<file path="src/rtl/bsg_sso_pkg.sv">
// bsg_sso_pkg: shared types, calibration patterns and credit width helper for the SSO transmitter
// Optional feature macro used by the top: BSG_SSO_TX_CALIB_EN
package bsg_sso_pkg;
  typedef enum logic {IDLE = 1'b0, SEND = 1'b1} state_e;
  // Wide enough for any practical CH_WIDTH; callers slice the low CH_WIDTH bits.
  localparam logic [255:0] CALIB_A = {128{2'b01}};
  localparam logic [255:0] CALIB_B = {128{2'b10}};
  function automatic int credit_width(input int credits);
    return $clog2(credits + 1);
  endfunction
endpackage

</file>
<file path="src/rtl/bsg_sso_credit_ctr.sv">
// bsg_sso_credit_ctr: receiver-credit counter with token edge detect, saturation and sticky overflow
// Ports: clk, rst_n (async active-low), token_i (synchronised token level), consume_i (word accepted),
//        credit_o (current credits), overflow_o (sticky: return exceeded CREDITS)
module bsg_sso_credit_ctr import bsg_sso_pkg::*; #(
  parameter int CREDITS = 16,
  parameter int LG_TOKEN_DECIM = 2,
  localparam int CW = credit_width(CREDITS)
) (
  input  logic          clk,
  input  logic          rst_n,
  input  logic          token_i,
  input  logic          consume_i,
  output logic [CW-1:0] credit_o,
  output logic          overflow_o
);
  localparam int W = CW + LG_TOKEN_DECIM + 2;
  logic [CW-1:0] credit_q, credit_d;
  logic overflow_q, overflow_d, token_q, rise, over;
  logic [W-1:0] sum;
  always_comb begin
    rise = token_i & ~token_q;
    sum = W'(credit_q) + (rise ? W'(2 ** LG_TOKEN_DECIM) : W'(0)) - W'(consume_i);
    over = sum > W'(CREDITS);
    credit_d = over ? CW'(CREDITS) : sum[CW-1:0];
    overflow_d = overflow_q | over;
  end
  // token_q resets high so a token already high at reset release is not counted.
  always_ff @(posedge clk or negedge rst_n)
    if (!rst_n) begin
      credit_q <= CW'(CREDITS);
      overflow_q <= 1'b0;
      token_q <= 1'b1;
    end else begin
      credit_q <= credit_d;
      overflow_q <= overflow_d;
      token_q <= token_i;
    end
  assign credit_o = credit_q;
  assign overflow_o = overflow_q;
endmodule

</file>
<file path="src/rtl/bsg_upstream_sso_tx.sv">
// bsg_upstream_sso_tx: credit-gated source-synchronous transmitter serialising core words over CHANNELS x CH_WIDTH beats
// Ports: clk, rst_n (async active-low); core_valid_i/core_data_i/core_ready_o core handshake; token_i credit token level;
//        io_valid_o/io_data_o beat outputs; commit_o last-beat pulse; sent_cnt_o/finish_cnt_o word counters;
//        credit_o credit count; overflow_o sticky credit overflow; calib_i only when BSG_SSO_TX_CALIB_EN is defined.
module bsg_upstream_sso_tx import bsg_sso_pkg::*; #(
  parameter int CHANNELS = 2,
  parameter int CH_WIDTH = 8,
  parameter int BEATS = 4,
  parameter int CREDITS = 16,
  parameter int LG_TOKEN_DECIM = 2,
  parameter int CNT_WIDTH = 7,
  localparam int CORE_WIDTH = CHANNELS * CH_WIDTH * BEATS,
  localparam int BW = CHANNELS * CH_WIDTH,
  localparam int CW = credit_width(CREDITS)
) (
  input  logic                  clk,
  input  logic                  rst_n,
  input  logic                  core_valid_i,
  input  logic [CORE_WIDTH-1:0] core_data_i,
  output logic                  core_ready_o,
  input  logic                  token_i,
`ifdef BSG_SSO_TX_CALIB_EN
  input  logic                  calib_i,
`endif
  output logic [CHANNELS-1:0]   io_valid_o,
  output logic [BW-1:0]         io_data_o,
  output logic                  commit_o,
  output logic [CNT_WIDTH-1:0]  sent_cnt_o,
  output logic [CNT_WIDTH-1:0]  finish_cnt_o,
  output logic [CW-1:0]         credit_o,
  output logic                  overflow_o
);
  localparam int BCW = (BEATS > 1) ? $clog2(BEATS) : 1;
  localparam logic [BCW-1:0] LAST = BCW'(BEATS - 1);
  state_e state_q, state_d;
  logic [BCW-1:0] b_q, b_d;
  logic [CORE_WIDTH-1:0] word_q, word_d;
  logic [CHANNELS-1:0] io_valid_q, io_valid_d;
  logic [BW-1:0] io_data_q, io_data_d, pat;
  logic [CNT_WIDTH-1:0] sent_q, sent_d, fin_q, fin_d;
  logic phase_q, phase_d, last, acc, calib;
  logic [CW-1:0] credit;
`ifdef BSG_SSO_TX_CALIB_EN
  assign calib = calib_i & (state_q == IDLE);
`else
  assign calib = 1'b0;
`endif
  assign last = (state_q == SEND) && (b_q == LAST);
  assign core_ready_o = ((state_q == IDLE) | (b_q == LAST)) & (credit != '0) & ~calib;
  assign acc = core_valid_i & core_ready_o;
  bsg_sso_credit_ctr #(.CREDITS(CREDITS), .LG_TOKEN_DECIM(LG_TOKEN_DECIM)) u_credit (
    .clk(clk), .rst_n(rst_n), .token_i(token_i), .consume_i(acc),
    .credit_o(credit), .overflow_o(overflow_o)
  );
  always_ff @(posedge clk or negedge rst_n)
    if (!rst_n) begin
      state_q <= IDLE;
      b_q <= '0;
      word_q <= '0;
      io_valid_q <= '0;
      io_data_q <= '0;
      sent_q <= '0;
      fin_q <= '0;
      phase_q <= 1'b0;
    end else begin
      state_q <= state_d;
      b_q <= b_d;
      word_q <= word_d;
      io_valid_q <= io_valid_d;
      io_data_q <= io_data_d;
      sent_q <= sent_d;
      fin_q <= fin_d;
      phase_q <= phase_d;
    end
  always_comb begin
    state_d = acc ? SEND : (state_q == SEND && b_q != LAST) ? SEND : IDLE;
    b_d = (state_d == SEND && !acc) ? b_q + 1'b1 : '0;
  end
  // word_q holds the not-yet-sent beats right-aligned, so the next beat is always its low slice.
  always_comb begin
    pat = phase_q ? {CHANNELS{CALIB_B[CH_WIDTH-1:0]}} : {CHANNELS{CALIB_A[CH_WIDTH-1:0]}};
    word_d = acc ? core_data_i >> BW : (state_d == SEND) ? word_q >> BW : word_q;
    io_valid_d = (state_d == SEND || calib) ? '1 : '0;
    io_data_d = acc ? core_data_i[BW-1:0] : (state_d == SEND) ? word_q[BW-1:0] : calib ? pat : '0;
    phase_d = calib & ~phase_q;
    sent_d = sent_q + CNT_WIDTH'(acc);
    fin_d = fin_q + CNT_WIDTH'(last);
  end
  assign io_valid_o = io_valid_q;
  assign io_data_o = io_data_q;
  assign commit_o = last;
  assign sent_cnt_o = sent_q;
  assign finish_cnt_o = fin_q;
  assign credit_o = credit;
endmodule

</file>
<file path="config.mk">
export PLATFORM = sky130hd
export DESIGN_NAME = bsg_upstream_sso_tx
export DESIGN_NICKNAME = d
export VERILOG_FILES = /design/src/rtl/bsg_sso_pkg.sv /design/src/rtl/bsg_sso_credit_ctr.sv /design/src/rtl/bsg_upstream_sso_tx.sv
export SDC_FILE = /design/constraint.sdc
export NUM_CORES = 1
export LEC_CHECK = 0
export CAP_MARGIN = 20
export CORE_MARGIN = 10
export CORE_UTILIZATION = 47
export DETAILED_ROUTE_END_ITERATION = 10
export PLACE_DENSITY = 0.77
export SKIP_LAST_GASP = 1
export SLEW_MARGIN = 0
export SYNTH_ARGS = -nofsm -noshare
export SYNTH_HDL_FRONTEND = slang
export SYNTH_SLANG_ARGS = --single-unit
</file>
<file path="constraint.sdc">
create_clock -name clk -period 5.2 [get_ports clk]
set_input_delay 1.56 -clock clk [delete_from_list [all_inputs] [get_ports clk]]
set_output_delay 1.56 -clock clk [all_outputs]
set_load 0.005 [all_outputs]
</file>
==> reports/metrics.cfg <==
[global_routing]
first_global_vias = 3233
track_usage_pct = 15.7
antenna_found_initial = 0
grt_pass1_wl_um = 16300
grt_max_degree = 89
overflow = 0

[floorplan]
ioPinCount = 108
dieArea_mm2 = 0.0123
initial_core_util_pct = 47.8
core_mm2 = 0.00813
die_x_um = 111
die_y_um = 111
row_count = 33

[final_layout]
drive_gt1_share_pct = 5.45
fillers = 687
fin_nets = 590
final_cell_mix = 131 x nand2_1, 106 x clkdlybuf4s50_1, 86 x dfrtp_1
fin_area_mm2 = 0.00518
final-seq-area_mm2 = 0.00220
n_antenna_cell = 0
area_delta_synth_final_pct = 33.3
fin_util_pct = 63.7
final_common_cell = nand2_1
multi_input_area_mm2 = 0.00149

[synth]
yosys_warnings = 0
synth_nets = 495
synthDistinctLibCells = 32
synth-seq-cells = 88
postSynthAreaPerCell_um2 = 9.39
yosys.area.top_type = dfrtp_1
synth_cells = 414
synthTopCellsByArea = dfrtp_1 55%, nand2_1 13%, a31oi_1 5.2%
synth-seq-area-share_pct = 56.7
synth_top_area_share_pct = 55.4
synth_area_mm2 = 0.00389

[route]
via_per_inst = 5.13
dr.pass1.iters = 4
ant_nets = 0
wirelength_um = 9780
drt-wirelength-per-cell_um = 15.8
remaining_drc_errors = 0
vias = 3175
drtIter0Drc = 188

[clock_tree]
htree_levels = 3
root_buffer = clkbuf_8
cts_tree = built
cts.sinks = 88
post_cts_resized = 0
clk_pin_slew_ns = 0.08
worstSkewPairLatency_ns = 0.34
clockBufferDepth = 2
postCtsHoldBufs = 0
cts_setup_buffers = 0
cts_buffers = 9

[critical_path]
start_kind = primary input
crit_arrival_ns = 3.98
crit_chain = clkdlybuf4s50_1 > nand2b_1 > ha_1 > inv_1 > ha_1 > a21o_1 > a21oi_1 > mux2_2 > or2_2
cp_num_buf_inv = 2
setup.worst_path.end = u_credit.credit_o[4]$_DFF_PN1_
crit_top_cell = ha_1
required_ns = 5.46
cp_max_fo = 5
rrSetupSlack_ns = 2.17
ff2ff_path_depth = 13
path_delay_family = adder cells
worst-path-stages = 9
reg2reg_from = b_q[0]$_DFF_PN0_
r2r-end = u_credit.credit_o[4]$_DFF_PN1_
critical-path-slowest-cell = clkdlybuf4s50_1
critPathKind = in -> reg
startpoint = token_i
end_kind = flip-flop
cpPeakStageDelay_ns = 0.48

[power]
p_per_area_mw_per_mm2 = 560
peakVddDrop_uv = 272
p_leak_nw = 2.29

[timing]
finalCritPeriodShare_pct = 71.5
max_freq_ghz = 0.269
fin_tns_setup_ns = 0
drv_slew = 0
rsz0062_at_grt = no
relSlewSlack_pct = 38.9
fin_skew_ns = 0.00693
tightest_slew_ns = 0.916
whs_ns = 0.446
post-route-min-period_ns = 3.72
setup_violations = 0
hold_viol_final = 0

[job]
cap_violations = 0

[placed_design]
placed_area_mm2 = 0.00495
gp_congestion = 0.773
dpl.hpwl_um = 6740
numPortBuffers = 107

[hold_path]
hold_path.class = reg -> reg

[outcome]
status = finished, final reports clean

synth_stat cells:
master,number
nand2_1,131
nand3_1,6
a31oi_1,32
fa_1,1
or4_4,1
mux2_2,1
o21ai_2,1
dfstp_2,2
a21o_1,2
clkbuf_1,16
nor2_1,39
a211o_1,1
buf_6,3
nand2b_1,4
inv_1,9
a21oi_1,18
nand4b_1,1
buf_4,2
dfrtp_1,86
and2_1,2
and3_1,1
ha_1,12
xor2_1,6
o21ai_0,16
nor3b_1,1
or2_2,1
o21a_1,1
nor2b_1,2
xnor2_1,7
buf_8,3
buf_2,3
nor3_1,3
worst min path at each step:
stage	depth (start not counted)	endpoint	slack (ns)	startpoint
2_1_floorplan	1	b_q[0]$_DFF_PN0_	0.41	b_q[0]$_DFF_PN0_
3_3_place_gp	1	b_q[0]$_DFF_PN0_	0.42	b_q[0]$_DFF_PN0_
3_5_place_dp	1	b_q[0]$_DFF_PN0_	0.44	b_q[0]$_DFF_PN0_
4_1_cts	1	b_q[0]$_DFF_PN0_	0.45	b_q[0]$_DFF_PN0_
5_1_grt	1	b_q[0]$_DFF_PN0_	0.47	b_q[0]$_DFF_PN0_
6_report	1	b_q[0]$_DFF_PN0_	0.45	b_q[0]$_DFF_PN0_
cell families after synthesis:
logic type / share of synthesized area [%]
XOR/XNOR: 2.93
multiplexers: 0.290
flip-flops: 56.7
AND/OR/NAND/NOR: 19.9
AO/OA/AOI/OAI: 10.6
buffers and inverters: 5.22
adder cells (fa/ha/maj): 4.38
area by class of cell:
type / count / area share [%]
inverters: 9 / 0.652
well taps: 105 / 2.54
flip-flops and latches: 88 / 42.6
multi-input cells: 290 / 28.8
clock inverters: 3 / 0.773
clock buffers: 13 / 3.07
repair buffers: 111 / 21.6
worst reg2reg max path: stages, from the launching register on:
cell	delay, ns
dfrtp_1	0.39
ha_1	0.23
nor2b_2	0.11
buf_4	0.37
nor2_1	0.15
ha_1	0.21
inv_1	0.06
ha_1	0.15
inv_1	0.05
fa_1	0.38
nand2b_1	0.17
a21oi_1	0.17
xnor2_1	0.18
or2_2	0.32
routing by layer:
| layer | GRT usage (%) | vias up | wire length, µm |
|---|---|---|---|
| met5 | 0 | - | 0 |
| met4 | 5.30 | 0 | 86 |
| met3 | 3.73 | 6 | 615 |
| met2 | 24.1 | 98 | 4760 |
| met1 | 21.0 | 1527 | 4310 |
| li1 | - | 1544 | - |
state kept, by name, summed over array words and instances, names as in the netlist:
name                 cells
sent_cnt_o               7
io_valid_o               1
io_data_o               16
b_q                      2
u_credit.token_q         1
u_credit.overflow_o      1
u_credit.credit_o        5
word_q                  48
finish_cnt_o             7
where the power goes:
group	internal [mW]	switching (mW)	total, mW
clock	0.248	0.223	0.471
sequential	0.963	0.158	1.12
combinational	0.595	0.713	1.31
through the flow:
step / setup slack [ns] / cells / total power, mW
after floorplan: 1.67 / 414 / 1.93
after global placement: 1.25 / 602 / 2.38
after detailed placement: 1.13 / 602 / 2.44
after CTS: 1.50 / 618 / 2.92
after global routing: 1.37 / 619 / 3.16
final: 1.48 / 619 / 2.90
Power figures use the tool's default switching activity.
